File: config.mk
export PLATFORM = sky130hd
export DESIGN_NAME = pipeline_stage_tracker_flat
export DESIGN_NICKNAME = d
export VERILOG_FILES = /design/src/rtl/pipeline_stage_tracker_if.sv /design/src/rtl/pipeline_stage_tracker.sv /design/src/flat_wrapper.sv
export SDC_FILE = /design/constraint.sdc
export NUM_CORES = 2
export LEC_CHECK = 0
export ABC_AREA = 0
export CORE_ASPECT_RATIO = 1.1
export CORE_UTILIZATION = 64
export DETAILED_ROUTE_END_ITERATION = 16
export GPL_ROUTABILITY_DRIVEN = 0
export GPL_TIMING_DRIVEN = 0
export PLACE_DENSITY = 0.85
export SETUP_SLACK_MARGIN = 0.02
export SLEW_MARGIN = 10
export SYNTH_ARGS = -nofsm -noshare
export SYNTH_HDL_FRONTEND = slang
export SYNTH_SLANG_ARGS = --single-unit
File: constraint.sdc
create_clock -name clk -period 24.3 [get_ports clk]
set_clock_uncertainty 0.2 [all_clocks]
set_input_delay 4.86 -clock clk [delete_from_list [all_inputs] [get_ports clk]]
set_output_delay 4.86 -clock clk [all_outputs]
set_load 0.01 [all_outputs]
File: src/rtl/pipeline_stage_tracker_if.sv
// Handshake bundle between the IF/ID/EX pipeline (master side) and the stage tracker (slave side).
interface pipeline_stage_tracker_if #(
    parameter int unsigned INSTR_ADDR_WIDTH = 32,
    parameter int unsigned INSTR_DATA_WIDTH = 32
);
    logic                        if_busy;
    logic                        if_ready;
    logic                        instr_req;
    logic [INSTR_ADDR_WIDTH-1:0] instr_addr;
    logic                        instr_grant;
    logic                        instr_rvalid;
    logic [INSTR_DATA_WIDTH-1:0] instr_rdata;
    logic                        id_ready;
    logic                        jump_done;
    logic                        is_decoding;
    logic                        illegal_instruction;
    logic                        ex_ready;
    logic                        data_mem_req;
    logic                        data_mem_grant;
    logic                        data_mem_rvalid;
    logic [31:0]                 wb_previous_end_i;

    logic                        ex_data_ready;
    logic [INSTR_ADDR_WIDTH-1:0] ex_addr;
    logic [INSTR_DATA_WIDTH-1:0] ex_instr;
    logic [31:0]                 if_start;
    logic [31:0]                 if_end;
    logic [31:0]                 id_start;
    logic [31:0]                 id_end;
    logic [31:0]                 ex_start;
    logic [31:0]                 ex_end;
    logic                        mem_access;
    logic [31:0]                 mem_start;
    logic [31:0]                 mem_end;
    logic                        fifo_overflow;

    modport master (
        output if_busy, if_ready, instr_req, instr_addr, instr_grant, instr_rvalid, instr_rdata,
               id_ready, jump_done, is_decoding, illegal_instruction, ex_ready, data_mem_req,
               data_mem_grant, data_mem_rvalid, wb_previous_end_i,
        input  ex_data_ready, ex_addr, ex_instr, if_start, if_end, id_start, id_end, ex_start,
               ex_end, mem_access, mem_start, mem_end, fifo_overflow
    );

    modport slave (
        input  if_busy, if_ready, instr_req, instr_addr, instr_grant, instr_rvalid, instr_rdata,
               id_ready, jump_done, is_decoding, illegal_instruction, ex_ready, data_mem_req,
               data_mem_grant, data_mem_rvalid, wb_previous_end_i,
        output ex_data_ready, ex_addr, ex_instr, if_start, if_end, id_start, id_end, ex_start,
               ex_end, mem_access, mem_start, mem_end, fifo_overflow
    );
endinterface

File: src/rtl/pipeline_stage_tracker.sv
// Non-intrusive IF/ID/EX trace monitor: timestamps each instruction against a free-running
// cycle counter and emits one completed record per instruction leaving EX.
module pipeline_stage_tracker #(
    parameter int unsigned INSTR_ADDR_WIDTH = 32,
    parameter int unsigned INSTR_DATA_WIDTH = 32,
    parameter int unsigned FIFO_DEPTH       = 8
) (
    input logic                    clk,
    input logic                    rst,
    pipeline_stage_tracker_if.slave bus
);
    localparam int unsigned PtrW = (FIFO_DEPTH > 1) ? $clog2(FIFO_DEPTH) : 1;
    localparam int unsigned CntW = PtrW + 1;

    typedef struct packed {
        logic [INSTR_ADDR_WIDTH-1:0] addr;
        logic [INSTR_DATA_WIDTH-1:0] instr;
        logic [31:0]                 if_start;
        logic [31:0]                 if_end;
    } fetch_rec_t;

    typedef struct packed {
        fetch_rec_t  f;
        logic [31:0] id_start;
        logic [31:0] id_end;
        logic [31:0] ex_start;
        logic [31:0] ex_end;
        logic        mem_access;
        logic [31:0] mem_start;
        logic [31:0] mem_end;
    } trace_rec_t;

    logic [31:0]                 now_q;
    logic                        fetch_pend_q;
    logic [INSTR_ADDR_WIDTH-1:0] fetch_addr_q;
    logic [31:0]                 fetch_start_q;

    fetch_rec_t                  fifo_mem_q [FIFO_DEPTH];
    logic [PtrW-1:0]             wr_ptr_q, rd_ptr_q;
    logic [CntW-1:0]             fifo_cnt_q;

    trace_rec_t                  id_rec_q, ex_rec_q, out_rec_q;
    logic                        id_valid_q, ex_valid_q, ex_rv_q;
    logic                        out_valid_q, overflow_q;

    logic        fetch_take, fetch_done, push_req, push, pop, overflow_set;
    logic        fifo_full, fifo_empty;
    logic        mem_grant_now, mem_rv_now, ex_done, id_drop, id_move;
    logic [31:0] now_p1, wb_p1, ex_start_c;
    fetch_rec_t  push_rec;
    trace_rec_t  id_load_rec, ex_load_rec, ex_done_rec;
    logic        unused_inputs;

    assign unused_inputs = ^{bus.if_busy, bus.if_ready};

    // Only one fetch is tracked; grants arriving while it is pending are ignored.
    assign fetch_take = !fetch_pend_q && bus.instr_req && bus.instr_grant;
    assign fetch_done = fetch_pend_q && bus.instr_rvalid;
    assign push_req   = fetch_done && !bus.jump_done;

    assign fifo_full    = (fifo_cnt_q == CntW'(FIFO_DEPTH));
    assign fifo_empty   = (fifo_cnt_q == '0);
    assign pop          = !id_valid_q && !fifo_empty && bus.is_decoding && !bus.jump_done;
    assign push         = push_req && (!fifo_full || pop);
    assign overflow_set = push_req && fifo_full && !pop;

    assign mem_grant_now = ex_valid_q && !ex_rec_q.mem_access && bus.data_mem_req &&
                           bus.data_mem_grant;
    assign mem_rv_now    = ex_valid_q && ex_rec_q.mem_access && !ex_rv_q && bus.data_mem_rvalid;
    // A grant in this cycle means the access is still outstanding.
    assign ex_done = ex_valid_q && bus.ex_ready &&
                     ((!ex_rec_q.mem_access && !mem_grant_now) || ex_rv_q || mem_rv_now);

    assign id_drop = id_valid_q && bus.illegal_instruction;
    assign id_move = id_valid_q && !bus.illegal_instruction && bus.id_ready && bus.is_decoding &&
                     (!ex_valid_q || ex_done);

    assign now_p1     = now_q + 32'd1;
    assign wb_p1      = bus.wb_previous_end_i + 32'd1;
    assign ex_start_c = (now_p1 > wb_p1) ? now_p1 : wb_p1;

    always_comb begin
        push_rec          = '{addr: fetch_addr_q, instr: bus.instr_rdata,
                              if_start: fetch_start_q, if_end: now_q};
        id_load_rec          = '0;
        id_load_rec.f        = fifo_mem_q[rd_ptr_q];
        id_load_rec.id_start = now_q;
        ex_load_rec          = id_rec_q;
        ex_load_rec.id_end   = now_q;
        ex_load_rec.ex_start = ex_start_c;
        ex_done_rec          = ex_rec_q;
        ex_done_rec.ex_end   = now_q;
        if (mem_rv_now) begin
            ex_done_rec.mem_end = now_q;
        end
    end

    always_ff @(posedge clk) begin
        if (push) begin
            fifo_mem_q[wr_ptr_q] <= push_rec;
        end
    end

    always_ff @(posedge clk or negedge rst) begin
        if (!rst) begin
            now_q         <= '0;
            fetch_pend_q  <= 1'b0;
            fetch_addr_q  <= '0;
            fetch_start_q <= '0;
            wr_ptr_q      <= '0;
            rd_ptr_q      <= '0;
            fifo_cnt_q    <= '0;
            id_rec_q      <= '0;
            id_valid_q    <= 1'b0;
            ex_rec_q      <= '0;
            ex_valid_q    <= 1'b0;
            ex_rv_q       <= 1'b0;
            out_rec_q     <= '0;
            out_valid_q   <= 1'b0;
            overflow_q    <= 1'b0;
        end else begin
            now_q <= now_q + 32'd1;

            if (fetch_take) begin
                fetch_pend_q  <= 1'b1;
                fetch_addr_q  <= bus.instr_addr;
                fetch_start_q <= now_q;
            end else if (fetch_done) begin
                fetch_pend_q <= 1'b0;
            end

            // A jump flushes wrong-path prefetches, including any push in the same cycle.
            if (bus.jump_done) begin
                rd_ptr_q   <= wr_ptr_q;
                fifo_cnt_q <= '0;
            end else begin
                if (push) wr_ptr_q <= wr_ptr_q + PtrW'(1);
                if (pop)  rd_ptr_q <= rd_ptr_q + PtrW'(1);
                if (push && !pop) begin
                    fifo_cnt_q <= fifo_cnt_q + CntW'(1);
                end else if (pop && !push) begin
                    fifo_cnt_q <= fifo_cnt_q - CntW'(1);
                end
            end

            if (pop) begin
                id_rec_q   <= id_load_rec;
                id_valid_q <= 1'b1;
            end else if (id_drop || id_move) begin
                id_valid_q <= 1'b0;
            end

            if (id_move) begin
                ex_rec_q   <= ex_load_rec;
                ex_valid_q <= 1'b1;
                ex_rv_q    <= 1'b0;
            end else if (ex_done) begin
                ex_valid_q <= 1'b0;
            end else begin
                if (mem_grant_now) begin
                    ex_rec_q.mem_access <= 1'b1;
                    ex_rec_q.mem_start  <= now_q;
                end
                if (mem_rv_now) begin
                    ex_rv_q          <= 1'b1;
                    ex_rec_q.mem_end <= now_q;
                end
            end

            out_valid_q <= ex_done;
            if (ex_done) begin
                out_rec_q <= ex_done_rec;
            end
            if (overflow_set) begin
                overflow_q <= 1'b1;
            end
        end
    end

    assign bus.ex_data_ready = out_valid_q;
    assign bus.ex_addr       = out_rec_q.f.addr;
    assign bus.ex_instr      = out_rec_q.f.instr;
    assign bus.if_start      = out_rec_q.f.if_start;
    assign bus.if_end        = out_rec_q.f.if_end;
    assign bus.id_start      = out_rec_q.id_start;
    assign bus.id_end        = out_rec_q.id_end;
    assign bus.ex_start      = out_rec_q.ex_start;
    assign bus.ex_end        = out_rec_q.ex_end;
    assign bus.mem_access    = out_rec_q.mem_access;
    assign bus.mem_start     = out_rec_q.mem_start;
    assign bus.mem_end       = out_rec_q.mem_end;
    assign bus.fifo_overflow = overflow_q;
endmodule

File: src/flat_wrapper.sv
// flat-port wrapper written by rule: the top's interface ports become plain ports
module pipeline_stage_tracker_flat 
#(
    parameter int unsigned INSTR_ADDR_WIDTH = 32,
    parameter int unsigned INSTR_DATA_WIDTH = 32,
    parameter int unsigned FIFO_DEPTH       = 8
)
  (clk, rst, bus_if_busy, bus_if_ready, bus_instr_req, bus_instr_addr, bus_instr_grant, bus_instr_rvalid, bus_instr_rdata, bus_id_ready, bus_jump_done, bus_is_decoding, bus_illegal_instruction, bus_ex_ready, bus_data_mem_req, bus_data_mem_grant, bus_data_mem_rvalid, bus_wb_previous_end_i, bus_ex_data_ready, bus_ex_addr, bus_ex_instr, bus_if_start, bus_if_end, bus_id_start, bus_id_end, bus_ex_start, bus_ex_end, bus_mem_access, bus_mem_start, bus_mem_end, bus_fifo_overflow);
  pipeline_stage_tracker_if #(.INSTR_ADDR_WIDTH(INSTR_ADDR_WIDTH), .INSTR_DATA_WIDTH(INSTR_DATA_WIDTH)) bus_i ();
  input logic clk;
  input logic rst;
  input wire logic [$bits(bus_i.if_busy)-1:0] bus_if_busy;
  input wire logic [$bits(bus_i.if_ready)-1:0] bus_if_ready;
  input wire logic [$bits(bus_i.instr_req)-1:0] bus_instr_req;
  input wire logic [$bits(bus_i.instr_addr)-1:0] bus_instr_addr;
  input wire logic [$bits(bus_i.instr_grant)-1:0] bus_instr_grant;
  input wire logic [$bits(bus_i.instr_rvalid)-1:0] bus_instr_rvalid;
  input wire logic [$bits(bus_i.instr_rdata)-1:0] bus_instr_rdata;
  input wire logic [$bits(bus_i.id_ready)-1:0] bus_id_ready;
  input wire logic [$bits(bus_i.jump_done)-1:0] bus_jump_done;
  input wire logic [$bits(bus_i.is_decoding)-1:0] bus_is_decoding;
  input wire logic [$bits(bus_i.illegal_instruction)-1:0] bus_illegal_instruction;
  input wire logic [$bits(bus_i.ex_ready)-1:0] bus_ex_ready;
  input wire logic [$bits(bus_i.data_mem_req)-1:0] bus_data_mem_req;
  input wire logic [$bits(bus_i.data_mem_grant)-1:0] bus_data_mem_grant;
  input wire logic [$bits(bus_i.data_mem_rvalid)-1:0] bus_data_mem_rvalid;
  input wire logic [$bits(bus_i.wb_previous_end_i)-1:0] bus_wb_previous_end_i;
  output wire logic [$bits(bus_i.ex_data_ready)-1:0] bus_ex_data_ready;
  output wire logic [$bits(bus_i.ex_addr)-1:0] bus_ex_addr;
  output wire logic [$bits(bus_i.ex_instr)-1:0] bus_ex_instr;
  output wire logic [$bits(bus_i.if_start)-1:0] bus_if_start;
  output wire logic [$bits(bus_i.if_end)-1:0] bus_if_end;
  output wire logic [$bits(bus_i.id_start)-1:0] bus_id_start;
  output wire logic [$bits(bus_i.id_end)-1:0] bus_id_end;
  output wire logic [$bits(bus_i.ex_start)-1:0] bus_ex_start;
  output wire logic [$bits(bus_i.ex_end)-1:0] bus_ex_end;
  output wire logic [$bits(bus_i.mem_access)-1:0] bus_mem_access;
  output wire logic [$bits(bus_i.mem_start)-1:0] bus_mem_start;
  output wire logic [$bits(bus_i.mem_end)-1:0] bus_mem_end;
  output wire logic [$bits(bus_i.fifo_overflow)-1:0] bus_fifo_overflow;
  assign bus_i.if_busy = bus_if_busy;
  assign bus_i.if_ready = bus_if_ready;
  assign bus_i.instr_req = bus_instr_req;
  assign bus_i.instr_addr = bus_instr_addr;
  assign bus_i.instr_grant = bus_instr_grant;
  assign bus_i.instr_rvalid = bus_instr_rvalid;
  assign bus_i.instr_rdata = bus_instr_rdata;
  assign bus_i.id_ready = bus_id_ready;
  assign bus_i.jump_done = bus_jump_done;
  assign bus_i.is_decoding = bus_is_decoding;
  assign bus_i.illegal_instruction = bus_illegal_instruction;
  assign bus_i.ex_ready = bus_ex_ready;
  assign bus_i.data_mem_req = bus_data_mem_req;
  assign bus_i.data_mem_grant = bus_data_mem_grant;
  assign bus_i.data_mem_rvalid = bus_data_mem_rvalid;
  assign bus_i.wb_previous_end_i = bus_wb_previous_end_i;
  assign bus_ex_data_ready = bus_i.ex_data_ready;
  assign bus_ex_addr = bus_i.ex_addr;
  assign bus_ex_instr = bus_i.ex_instr;
  assign bus_if_start = bus_i.if_start;
  assign bus_if_end = bus_i.if_end;
  assign bus_id_start = bus_i.id_start;
  assign bus_id_end = bus_i.id_end;
  assign bus_ex_start = bus_i.ex_start;
  assign bus_ex_end = bus_i.ex_end;
  assign bus_mem_access = bus_i.mem_access;
  assign bus_mem_start = bus_i.mem_start;
  assign bus_mem_end = bus_i.mem_end;
  assign bus_fifo_overflow = bus_i.fifo_overflow;
  pipeline_stage_tracker #(.INSTR_ADDR_WIDTH(INSTR_ADDR_WIDTH), .INSTR_DATA_WIDTH(INSTR_DATA_WIDTH), .FIFO_DEPTH(FIFO_DEPTH)) u_core (.clk(clk), .rst(rst), .bus(bus_i));
endmodule
==> metrics <==
status=finished, violations left; failing checks=max-capacitance violations, max-slew violations; Final nets=6089; Cell Pwr Density=101 mW/mm²; CTS H-Tree Depth=4; Avg Synthesized Cell Area=14.1 µm²; Clock transition at path regs=0.06 ns; DR iter-0 viols=8062; unrepaired setup endpoints after global routing=false; max_cap viols=2; Mapped Nets=5357; leading cell type in the layout, fill and taps excluded=nand2_1; placed cell count=7268; Fmax=114 MHz; Crit-path slowest cell=nor4_1; Data arrival, critical path=9.29 ns; WL/cell=30.1 µm; Worst slew margin=-0.0366; io pins=434; antenna violations before repair=27; Cells after Synth=5207; most frequent cells in the layout=nand2_1 (1848), edfxtp_1 (1024), dfrtp_1 (882), clkdlybuf4s50_1 (429), mux4_2 (256); Ys Warns=0; Post-CTS Resized=0; CP Buf/Inv Count=3; CP cell instances=clkdlybuf4s50_1, nand4_1, nor4_1, nand4_1, xnor2_1, inv_1, ha_1, nand4_1, nor2_1, a221o_1, nor3_1, clkbuf_1, o2111ai_1, o211ai_1; count of different cell masters after synthesis=58; HPWL after DPL=136000 µm; final worst-path cycle share=0.361; Leak=36.4 nW; vias=50800; setup violators final=0; peak fanout along the critical path=10; Die Y=357 µm; Clock Latency Late Sink=0.81 ns; Hold Path Class=register to register; cell family with most CP delay=simple AND/OR/NAND/NOR gates; Row Count=129; layout cells sized above 1=0.136; largest net degree at the start of global routing=115; starting density of the core=0.649; Critical Path Most Common Cell=nand4_1; Layout Cells excl Fill=7613; CP startpoint kind=input port; Critical Path Sink Type=register; CTS hold repair buffers=0; maximum clock path buffer count=3; Routed WL=229000 µm; setup bufs post-CTS=0; TritonCTS clock tree=built; Via density=6.67; max-slew violation count=24; minimum clock period=8.77 ns; drt drc=0; vias in the first global route=51400; kind of critical path=input port to register; GR Util All Layers=0.392; Die W=325 µm; Buffers on Ports=430; GR Overflow Total=0; FFs w/ async S/R, synth=0.463; register area share after synthesis=0.719; Worst-Margin Slew=1.55 ns; cell area after synthesis=0.0734 mm²; core area=0.113 mm²; Post-DRT Antenna Nets=0; number of synthesized flops with an enable pin=1024; Max VDD drop=68.6 µV; CTS sink cnt=1906; Critical Path RT=24.82 ns; setup TNS=0 ns; first-pass GRT wire length=330000 µm; CP max stage delay=0.67 ns; clk root buf=clkbuf_16; Hold Violations, Final=0; Primary FF master, synth=edfxtp_1; total CTS buffers=175; synthesis-to-layout area growth=18.2%; DRT Pass-1 Iters=9; Synth Register Bits=1906; die area=0.116 mm²
## synthesized netlist by cell type (5+ instances only)
library cell  instances  area (µm²)
nand2b_1              5        31.3
mux2i_1             159        1590
ha_1                 38         475
nor4_1               17         106
and4_1                8        70.1
mux4_2              256        5770
mux2_2               62         698
buf_2               105         526
xor2_1               35         307
nor3_1               32         160
o2111ai_1            19         166
nand3_1              27         135
o21ai_0             212        1060
nand2_1            1848        6940
clkbuf_1            187         702
a22o_1               32         280
buf_1                19        71.3
or3_1                 7        43.8
edfxtp_1           1024       30700
o211ai_1             44         330
xnor2_1              29         254
nand4_1              25         156
a21oi_1              20         100
dfrtp_1             882       22100
inv_1                35         131
nor2_1               30         113
## power breakdown
part | internal [mW] | leakage, nW | switching [mW] | total (mW)
Clock | 1.51 | 2.73 | 1.25 | 2.76
Combinational | 0.786 | 12.0 | 1.09 | 1.88
Sequential | 3.81 | 21.7 | 0.300 | 4.11
Total | 6.11 | 36.4 | 2.64 | 8.75
## cell type report
| type | count | area (µm²) |
|---|---|---|
| plain buffers | 312 | 1310 |
| inverters | 36 | 135 |
| multi-input cells | 2953 | 19200 |
| diodes | 20 | 50.0 |
| fillers | 5770 | 26300 |
| well taps | 1506 | 1880 |
| clock inverters | 69 | 674 |
| clock buffers | 256 | 4920 |
| repair buffers | 555 | 5790 |
| flip-flops and latches | 1906 | 52800 |
## worst paths after layout
check                      slack [ns]  cells past startpoint                      from                       to
max                             15.53                     14  bus_wb_previous_end_i[6]  u_core.ex_done_rec[123]
min                              0.26                      2   u_core.ex_load_rec[311]  u_core.ex_done_rec[311]
max reg2reg                     18.51                     13           u_core.now_q[8]  u_core.ex_done_rec[123]
min reg2reg                      0.26                      2   u_core.ex_load_rec[311]  u_core.ex_done_rec[311]
max in group asynchronous       17.97                      5                       rst  u_core.bus.if_start[19]
min in group asynchronous        3.93                      2                       rst     u_core.bus.id_end[4]
## layer usage
layer  up-vias  global-route usage  share of wire
met3      1289               0.134           0.14
met1     24800               0.467           0.32
met2      4804               0.606           0.46
met5         -                   0        0.00066
li1      19800                   -              -
met4        16               0.279          0.084
## kinds of logic (layout without fill, tap and decap cells)
kind of cell,after synthesis,count (layout),synth area share
adders and majority gates,39,39,0.00675
muxes,477,477,0.110
buffers and inverters,348,1228,0.0196
DFF,1906,1906,0.719
xor gates and xnor gates,64,64,0.00763
other,0,20,0
AOI/OAI and AO/OA,352,352,0.0292
and+or+nand+nor,2021,2021,0.108
## flip-flops by register name, summed over array words and instances, names as in the netlist, 32 cells and up
signal and count:
u_core.bus.ex_addr 32, u_core.bus.ex_end 32, u_core.bus.ex_instr 32, u_core.bus.ex_start 32, u_core.bus.id_end 32, u_core.bus.id_start 32
u_core.bus.if_end 32, u_core.bus.if_start 32, u_core.bus.mem_end 32, u_core.bus.mem_start 32, u_core.ex_done_rec 257, u_core.ex_load_rec 160
u_core.ex_rec_q 32, u_core.fetch_addr_q 32, u_core.fetch_start_q 32, u_core.fifo_mem_q 1024, u_core.now_q 32
## per-stage QoR
step	cell area [µm²]	util	power (mW)	setup slack, ns	hold WS, ns
2_1_floorplan	73400	-	5.15	8.27	0.239
3_3_place_gp	79600	0.704	5.78	-21.21	0.246
3_5_place_dp	81200	0.717	5.86	14.89	0.251
4_1_cts	86800	0.767	8.67	15.66	0.264
5_1_grt	86800	0.767	8.97	15.17	0.286
6_report	86800	0.767	8.75	15.53	0.263
## tightest hold or removal path, delay by kind of cell (launching register included)
family           cells  cell delay (ns)
flip-flops           1             0.34
AND/OR/NAND/NOR      2             0.09
(Power assumes the default switching activity.)
